$ cat src/rtl/accel_layer_sequencer.sv
// Purpose: steps one fully-connected layer: descriptor load, weight fetch, chunked MAC, write-back.
// Latency: per chunk REQ + WAIT(dval) + MAC + ADD_LAT cycles; one WRITE phase per neuron.
// Backpressure: WRITE holds wr_en and all addresses until out_ready; WAIT stalls until dval.
module accel_layer_sequencer #(
   parameter int DATA_W  = 16,
   parameter int ADDR_W  = 16,
   parameter int NUM_PE  = 16,
   parameter int CNT_W   = 10,
   parameter int ADD_LAT = 1
) (
   input  logic              clk,
   input  logic              rst,
   input  logic              enable,
   input  logic              abort,
   input  logic [DATA_W-1:0] databus,
   input  logic              busrdwr,
   input  logic              dval,
   input  logic              out_ready,
   output logic              weight_req,
   output logic [ADDR_W-1:0] weight_addr,
   output logic [ADDR_W-1:0] in_addr,
   output logic              rd_bram,
   output logic              pe_enable,
   output logic              acc_clear,
   output logic [NUM_PE-1:0] lane_mask,
   output logic              add_done,
   output logic              wr_en,
   output logic [ADDR_W-1:0] out_addr,
   output logic              neuron_done,
   output logic              layer_done,
   output logic              cfg_err,
   output logic              busy
);

   localparam int LOG2_PE = $clog2(NUM_PE);
   localparam int ACC_W   = (ADD_LAT > 1) ? $clog2(ADD_LAT) : 1;
   localparam logic [ADDR_W-1:0] PE_STEP  = ADDR_W'(NUM_PE);
   localparam logic [ACC_W-1:0]  ACC_LAST = ACC_W'(ADD_LAT - 1);

   typedef enum logic [2:0] {
      S_IDLE, S_CFG, S_REQ, S_WAIT, S_MAC, S_ACCUM, S_WRITE
   } state_t;

   state_t            state;
   logic [2:0]        word_idx;
   logic [ADDR_W-1:0] in_base;
   logic [ADDR_W-1:0] w_base;
   logic [ADDR_W-1:0] out_base;
   logic [CNT_W-1:0]  n_in;
   logic [CNT_W-1:0]  n_out;
   logic [CNT_W-1:0]  chunk_idx;
   logic [CNT_W-1:0]  neuron_idx;
   logic [ACC_W-1:0]  acc_cnt;
   logic              wr_q;

   logic [CNT_W-1:0]   n_out_word;
   logic [CNT_W:0]     chunks;
   logic [LOG2_PE-1:0] rem;
   logic               last_chunk;
   logic               last_neuron;
   logic               last_acc;
   logic               wr_accept;
   logic [NUM_PE-1:0]  tail_mask;
   logic [NUM_PE-1:0]  mac_mask;

   // one extra bit on the chunk count so n_in near 2^CNT_W cannot overflow
   assign n_out_word  = databus[CNT_W-1:0];
   assign chunks      = ({1'b0, n_in} + (CNT_W+1)'(NUM_PE - 1)) >> LOG2_PE;
   assign rem         = n_in[LOG2_PE-1:0];
   assign last_chunk  = ({1'b0, chunk_idx} == (chunks - 1'b1));
   assign last_neuron = (neuron_idx == (n_out - 1'b1));
   assign last_acc    = (acc_cnt == ACC_LAST);

   // the write completes in the cycle out_ready is seen; abort in that cycle cancels it
   assign wr_accept   = (state == S_WRITE) && out_ready && !abort;
   assign neuron_done = wr_accept;
   assign layer_done  = wr_accept && last_neuron;
   assign wr_en       = wr_q && !abort;
   assign busy        = (state != S_IDLE);

   // lanes below rem are live on a partial final chunk
   always_comb begin
      tail_mask = '0;
      for (int i = 0; i < NUM_PE; i++) begin
         tail_mask[i] = (i < int'(rem));
      end
      mac_mask = (last_chunk && (rem != '0)) ? tail_mask : '1;
   end

   // layer control FSM; strobes are registered and set on entry to their state
   always_ff @(posedge clk) begin
      if (rst) begin
         state       <= S_IDLE;
         word_idx    <= '0;
         in_base     <= '0;
         w_base      <= '0;
         out_base    <= '0;
         n_in        <= '0;
         n_out       <= '0;
         chunk_idx   <= '0;
         neuron_idx  <= '0;
         acc_cnt     <= '0;
         wr_q        <= 1'b0;
         weight_req  <= 1'b0;
         weight_addr <= '0;
         in_addr     <= '0;
         out_addr    <= '0;
         rd_bram     <= 1'b0;
         pe_enable   <= 1'b0;
         acc_clear   <= 1'b0;
         lane_mask   <= '0;
         add_done    <= 1'b0;
         cfg_err     <= 1'b0;
      end else begin
         weight_req <= 1'b0;
         pe_enable  <= 1'b0;
         rd_bram    <= 1'b0;
         acc_clear  <= 1'b0;
         add_done   <= 1'b0;
         lane_mask  <= '0;
         if (abort && (state != S_IDLE)) begin
            state <= S_IDLE;
            wr_q  <= 1'b0;
         end else begin
            case (state)
               S_IDLE: begin
                  if (enable) begin
                     state    <= S_CFG;
                     cfg_err  <= 1'b0;
                     word_idx <= '0;
                  end
               end
               S_CFG: begin
                  if (busrdwr) begin
                     word_idx <= word_idx + 1'b1;
                     case (word_idx)
                        3'd0: in_base  <= databus[ADDR_W-1:0];
                        3'd1: w_base   <= databus[ADDR_W-1:0];
                        3'd2: out_base <= databus[ADDR_W-1:0];
                        3'd3: n_in     <= databus[CNT_W-1:0];
                        default: begin
                           n_out <= n_out_word;
                           if ((n_in == '0) || (n_out_word == '0)) begin
                              cfg_err <= 1'b1;
                              state   <= S_IDLE;
                           end else begin
                              in_addr     <= in_base;
                              weight_addr <= w_base;
                              out_addr    <= out_base;
                              chunk_idx   <= '0;
                              neuron_idx  <= '0;
                              acc_cnt     <= '0;
                              weight_req  <= 1'b1;
                              state       <= S_REQ;
                           end
                        end
                     endcase
                  end
               end
               S_REQ: state <= S_WAIT;
               S_WAIT: begin
                  if (dval) begin
                     state     <= S_MAC;
                     pe_enable <= 1'b1;
                     rd_bram   <= 1'b1;
                     acc_clear <= (chunk_idx == '0);
                     lane_mask <= mac_mask;
                  end
               end
               S_MAC: begin
                  state    <= S_ACCUM;
                  acc_cnt  <= '0;
                  add_done <= (ADD_LAT == 1);
               end
               S_ACCUM: begin
                  if (last_acc) begin
                     // weight rows are padded to whole chunks, so this never rewinds
                     weight_addr <= weight_addr + PE_STEP;
                     if (last_chunk) begin
                        wr_q  <= 1'b1;
                        state <= S_WRITE;
                     end else begin
                        chunk_idx  <= chunk_idx + 1'b1;
                        in_addr    <= in_addr + PE_STEP;
                        weight_req <= 1'b1;
                        state      <= S_REQ;
                     end
                  end else begin
                     acc_cnt  <= acc_cnt + 1'b1;
                     add_done <= ((acc_cnt + 1'b1) == ACC_LAST);
                  end
               end
               S_WRITE: begin
                  if (out_ready) begin
                     wr_q <= 1'b0;
                     if (last_neuron) begin
                        state <= S_IDLE;
                     end else begin
                        neuron_idx <= neuron_idx + 1'b1;
                        out_addr   <= out_addr + 1'b1;
                        in_addr    <= in_base;
                        chunk_idx  <= '0;
                        weight_req <= 1'b1;
                        state      <= S_REQ;
                     end
                  end
               end
               default: state <= S_IDLE;
            endcase
         end
      end
   end

endmodule

$ cat config.mk
export PLATFORM = sky130hd
export DESIGN_NAME = accel_layer_sequencer
export DESIGN_NICKNAME = d
export VERILOG_FILES = /design/src/rtl/accel_layer_sequencer.sv
export SDC_FILE = /design/constraint.sdc
export NUM_CORES = 1
export LEC_CHECK = 0
export BUFFER_PORTS_ARGS = -buffer_cell sky130_fd_sc_hd__buf_2
export CELL_PAD_IN_SITES_DETAIL_PLACEMENT = 0
export CELL_PAD_IN_SITES_GLOBAL_PLACEMENT = 2
export CORE_ASPECT_RATIO = 1.2
export CORE_UTILIZATION = 31
export CTS_CLUSTER_SIZE = 25
export DETAILED_ROUTE_END_ITERATION = 6
export GPL_ROUTABILITY_DRIVEN = 0
export PLACE_DENSITY_LB_ADDON = 0.05
export SLEW_MARGIN = 25
export SYNTH_ARGS = -nofsm -noshare
export SYNTH_HDL_FRONTEND = slang
export SYNTH_SLANG_ARGS = --single-unit
$ cat constraint.sdc
create_clock -name clk -period 3.75 [get_ports clk]
set_clock_uncertainty 0.1 [all_clocks]
set_input_delay 1.125 -clock clk [delete_from_list [all_inputs] [get_ports clk]]
set_output_delay 1.125 -clock clk [all_outputs]
set_load 0.02 [all_outputs]
# Word-level counts from Yosys, hierarchy flattened
# Cells that the tools add are included.
classes:
  magnitude_cmp: 15
  n_bitwise: 5
  n_mux: 69
  addsub: 10
  shifts: 0
  n_mul: 0
  n_eq_ne: 22
  div: 0
  n_reduce_logical: 38
op_table:
  columns: ["operator", "count"]
  rows:
  - ["16-bit 2-to-1 mux", 17]
  - ["10-bit 2-to-1 mux", 9]
  - ["16-bit one-hot mux with 2 select lines", 2]
  - ["16-bit one-hot mux with 3 select lines", 1]
  - ["16-bit by 5-bit adder with 16-bit output, second input constant", 2]
  - ["10-bit zero test", 3]
  - ["10-bit one-hot mux with 3 select lines", 1]
  - ["4-bit less-than comparator, first input constant", 7]
  - ["4-bit AND reduction", 7]
  - ["3-bit 2-to-1 mux", 9]
  - ["2-bit != test, second input constant", 11]
  - ["3-bit one-hot mux with 7 select lines", 1]
  - ["10-bit by 1-bit adder with 10-bit output, second input constant", 2]
  - ["1-bit 2-to-1 mux", 20]
  - ["10-bit one-hot mux with 2 select lines", 1]
  - ["6-bit AND reduction", 3]
  - ["16-bit by 1-bit adder with 16-bit output, second input constant", 1]
  - ["3-bit by 4-bit less-than comparator with 1-bit output, first input constant", 4]
  - ["3-bit by 2-bit equality test with 1-bit output, second input constant", 4]
  - ["10-bit by 4-bit adder with 11-bit output, second input constant", 1]
  - ["10-bit by 11-bit equality test with 1-bit output", 1]
  - ["10-bit equality test", 1]
  - ["10-bit by 1-bit subtractor with 10-bit output, second input constant", 1]
  - ["3-bit equality test, second input constant", 3]
  - ["24 further kinds", 47]
totals:
  inputBits: 23
  ff_bits: 165
  mem_bits_rw: 0
  n_memories: 0
  latchBits: 0
  romBits: 0
  out_inout_bits: 74

# Depth between registers and ports, before layout
logic_depth:
  word_depth: 6
  depth_mapped: 15

# Worst setup path before layout
# OpenSTA, ideal clock, no wires.
synth_path:
  path_type: "flip-flop to flip-flop"
  from: "reg n_in[1]"
  to: "reg lane_mask[1]"
  path_stages_with_launch: 13
  setup_slack_ns: 0.039
  path_buffers: 3
  arrival_ns: 3.465
  path_cell_list: "dfxtp_1 -> clkbuf_1 -> or4_1 -> clkbuf_1 -> xnor2_1 -> ha_1 -> or4b_2 -> o22ai_1 -> xor2_1 -> or3_1 -> clkbuf_1 -> o31ai_2 -> o211ai_1"
synth_between:
  elab_chain_len: 5
synth_lines:
  columns: ["item", "line", "rtl"]
  rows:
  - ["from (decl)", "49", "logic [CNT_W-1:0] n_in;"]
  - ["from (signal assigned)", "140", "3'd3: n_in <= databus[CNT_W-1:0];"]
  - ["10-bit by 4-bit adder with 11-bit output", "68", "assign chunks = ({1'b0, n_in} + (CNT_W+1)'(NUM_PE - 1)) >> LOG2_PE;"]
  - ["7-bit by 1-bit subtractor with 8-bit output", "70", "assign last_chunk = ({1'b0, chunk_idx} == (chunks - 1'b1));"]
  - ["10-bit by 11-bit equality test with 1-bit output", "70", null]
  - ["1-bit logical AND", "87", "mac_mask = (last_chunk && (rem != '0)) ? tail_mask : '1;"]
  - ["16-bit 2-to-1 mux *", "87", null]
  - ["to (signal assigned)", "167", "lane_mask <= mac_mask;"]
  - ["to (decl)", "25", "output logic [NUM_PE-1:0] lane_mask,"]
# Every way passes the cells marked *; elsewhere a longest branch is shown, timed or not.
# A chain may end at the register's enable or synchronous reset.

==> results.py <==
metrics = {
    "run_status": {
        "outcome": "complete, but fails checks",
        "violations": "setup timing",
    },
    "critical_path": {
        "crit_cells": 8,
        "cpLargestDelayFamily": "simple AND/OR/NAND/NOR gates",
        "critPathLaunchType": "primary input",
        "reg2reg_depth": 11,
        "critPathMaxStageDelay_ps": 560,
        "worstPathRequired_ps": 2520,
        "end_kind": "output port",
        "r2r-end": "chunk_idx[8]",
        "cp_num_buf_inv": 3,
        "critPathMaxFanout": 2,
        "worstSetupStartpoint": "databus[4]",
        "timing.rr.start": "n_in[0]",
        "critical_path_class": "in -> out",
        "slowest_stage": "or4_4",
        "crit_arrival_ps": 2670,
        "endpoint": "layer_done",
        "r2r_setup_slack_ps": 160,
        "cp_cell_sequence": "buf_2 -> or4_4 -> nor4_1 -> buf_4 -> nor3_1 -> o21ai_2 -> nor3_4 -> buf_6",
    },
    "logic_synthesis": {
        "synth_area_leaders": "dfxtp_1 42%, nand2_1 9.1%, a21oi_1 7.9%",
        "avgSynthCellArea_um2": 7.76,
        "synth_area_leader_cell": "dfxtp_1",
        "synth_edf_count": 0,
        "yosysSeqAreaShare_pct": 41.9,
        "ys.flop_type": "dfxtp_1",
        "syn-num-nets": 1046,
        "synth_cells": 1010,
        "yosysUniqueCellTypes": 65,
        "synth.yosys.warnings": 0,
        "async_reset_ff_share_pct": 0,
        "netlist_area_um2": 7840,
        "yosysTopAreaCellShare_pct": 41.9,
        "synth_seq_cells": 164,
    },
    "placement": {
        "hpwlAfterDp_mm": 18.1,
        "port_buffers": 96,
    },
    "finish": {
        "nets": 1147,
        "diodes": 0,
        "num-fill-cells": 2670,
        "synthToLayoutAreaGrowth_pct": 21.8,
        "utilization_pct": 38.6,
        "final_layout_size_suffix_gt1_share_pct": 19.8,
    },
    "power_and_ir_drop": {
        "power_frac_clock_pct": 37.3,
        "cell_internal_pwr_uw": 3030,
        "comb_power_share_pct": 20.5,
        "switching_share_pct": 33.0,
        "peakVddDrop_v": 0.000286,
        "p_leak_uw": 0.00377,
        "total_power_uw": 4530,
        "p_sw_uw": 1500,
        "pwr-share-seq_pct": 42.2,
        "power_density_nw_per_um2": 474,
    },
    "route": {
        "viasPerCell": 5.05,
        "drt-initial-drc-count": 359,
        "post_drt_wl_per_cell_um": 17.7,
        "final_antenna_net_count": 0,
        "drc": 0,
        "wl_mm": 25.6,
        "vias": 7316,
        "drtPass1Iterations": 4,
    },
    "hold_path": {
        "min_path_type": "reg -> reg",
    },
    "global_routing": {
        "use_met3_pct": 3.59,
        "antenna_found_initial": 0,
        "grt_use_total_pct": 20.0,
        "grt_max_degree": 51,
        "grt_pass1_wl_mm": 39.8,
        "grtUsageMet1_pct": 24.9,
        "grt.busiest_layer": "met2",
        "grtUsageMet2_pct": 35.2,
        "grt_overflow": 0,
        "grt_pass1_vias": 7076,
    },
    "die": {
        "dieArea_um2": 25900,
        "fp.coreArea_um2": 24800,
        "rows": 63,
        "die_x_um": 147,
        "die_y_um": 176,
        "ioPinCount": 97,
        "start_util_pct": 31.7,
    },
    "sta": {
        "layout_setup_ws_ps": -141,
        "fmax_mhz": 257,
        "slew_headroom_pct": 46.3,
        "whs_ps": 358,
        "layout_worst_path_cycle_share_pct": 104,
        "final-setup-viol-count": 1,
        "report.final.hold_viol_count": 0,
        "fin_crit_ps": 3890,
        "grt_setup_unrepaired": "yes",
        "slew_viol_final": 0,
        "worstMarginPinSlew_ps": 802,
    },
    "clock_network": {
        "cts.sinks": 164,
        "cts_buffer_depth": 2,
        "htreeDepth": 4,
        "numCtsBuffers": 17,
        "cts_tree": "yes",
        "clkTransAtPathRegs_ps": 60,
        "cts-root-buf": "clkbuf_16",
        "clk_latency_ps": 430,
        "post-cts-setup-buffer-count": 0,
        "holdBufCountCts": 0,
    },
    "flow_run": {
        "cap_violations": 0,
    },
}
[registers in the layout, indices dropped and copies added, names as in the netlist]
| register | flops |
|---|---|
| acc_clear | 1 |
| add_done | 1 |
| cfg_err | 1 |
| chunk_idx | 10 |
| in_addr | 16 |
| in_base | 16 |
| lane_mask | 16 |
| n_in | 10 |
| n_out | 10 |
| neuron_idx | 10 |
| out_addr | 16 |
| out_base | 16 |
| pe_enable | 1 |
| state | 3 |
| w_base | 16 |
| weight_addr | 16 |
| weight_req | 1 |
| word_idx | 3 |
| wr_q | 1 |
[placed cells by master (no fill, tap or decap), drive strengths merged, types with 18 or more instances in the layout]
cell type / Yosys / final
a21oi: 124 / 124
and3: 25 / 25
buf: 11 / 154
clkbuf: 61 / 19
dfxtp: 164 / 164
inv: 17 / 20
mux2i: 18 / 18
nand2: 191 / 191
nand3: 35 / 35
nor2: 86 / 86
nor3: 19 / 19
o21ai: 55 / 55
xor2: 18 / 18
[synth_stat cells, types with 3 or more instances]
| master | count |
|---|---|
| nand2_1 | 191 |
| nor3b_1 | 4 |
| or2_2 | 9 |
| nand3b_1 | 3 |
| dfxtp_1 | 164 |
| a22oi_1 | 14 |
| or4_1 | 10 |
| xor2_1 | 18 |
| and3_1 | 25 |
| o21ai_1 | 3 |
| nand4_1 | 14 |
| o22ai_1 | 6 |
| a311oi_1 | 4 |
| or3_1 | 7 |
| nor4_1 | 6 |
| inv_1 | 17 |
| o31ai_1 | 6 |
| or4b_2 | 3 |
| buf_2 | 6 |
| a22o_1 | 3 |
| a21oi_1 | 123 |
| nor2b_1 | 6 |
| xnor2_1 | 14 |
| mux2i_1 | 18 |
| nor2_1 | 86 |
| nand3_1 | 35 |
| nand2b_1 | 12 |
| o211ai_1 | 5 |
| ha_1 | 13 |
| nor3_1 | 19 |
| clkbuf_1 | 61 |
| a211oi_1 | 11 |
| o21ai_0 | 51 |
| a31oi_1 | 4 |
[how the worst min path moves through the flow]
stage	slack, ps	startpoint	to	depth (start not counted)
global placement	340	out_base[8]	out_base[8]	2
CTS	360	out_base[3]	out_base[3]	2
floorplan	330	out_base[12]	out_base[12]	2
finish	360	in_base[5]	in_base[5]	2
detailed placement	350	in_base[5]	in_base[5]	2
global route	370	out_base[3]	out_base[3]	2
[worst register-to-register path: stages (launching register included)]
cell and delay, ps:
dfxtp_1 330, or4_4 560, xnor2_2 160, ha_1 220, or4b_2 700, o22ai_2 140
xor2_1 210, o41a_1 190, o21ai_2 80, buf_12 180, or4_4 520, a21oi_2 130
[layer usage]
layer	vias up	routed length, um	share of wire [%]
li1	3727	-	-
met1	3483	12000	47
met2	94	12900	50
met3	12	571	2.2
met4	0	225	0.88
met5	-	0	0
[power groups by stage]
stage	clock, uW	sequential, uW	combinational [uW]
6_report	1690	1910	931
5_1_grt	1810	1920	1030
4_1_cts	1750	1910	937
3_5_place_dp	0	1950	924
3_3_place_gp	0	1950	929
2_1_floorplan	0	1960	544
[cells by family after synthesis]
logic type               after synthesis  share of synthesized area [%]
AO/OA/AOI/OAI                        256                           19.7
multiplexers                          18                           2.30
AND/OR/NAND/NOR                      437                           25.8
adder cells (fa/ha/maj)               14                           2.20
XOR/XNOR                              32                           3.57
flip-flops                           164                           41.9
buffers and inverters                 89                           4.55
[timing repair]
item / CTS / global route
pin swaps: 1 / 2
setup endpoints to repair: 1 / 27
resized for setup: 10 / 11
[per-stage QoR]
| step | area, um2 | worst slack [ps] | TNS (ps) | instances |
|---|---|---|---|---|
| 4_1_cts | 9490 | -135 | -135 | 1448 |
| 5_1_grt | 9550 | -208 | -208 | 1448 |
| 6_report | 9550 | -141 | -141 | 1448 |
| 3_5_place_dp | 8890 | -284 | -336 | 1417 |
| 3_3_place_gp | 8890 | -304 | -364 | 1417 |
| 2_1_floorplan | 7840 | 38.6 | 0 | 1010 |
[final cells by class]
class	instances	area (um2)	area share [%]
Inverter	17	63.8	0.668
Multi-Input combinational cell	757	4300	45.1
Timing Repair Buffer	154	937	9.82
Sequential cell	164	3280	34.4
Clock buffer	19	453	4.74
Clock inverter	12	100	1.05
Tap cell	325	407	4.26
Note: power is estimated with default switching activity, not from simulation.
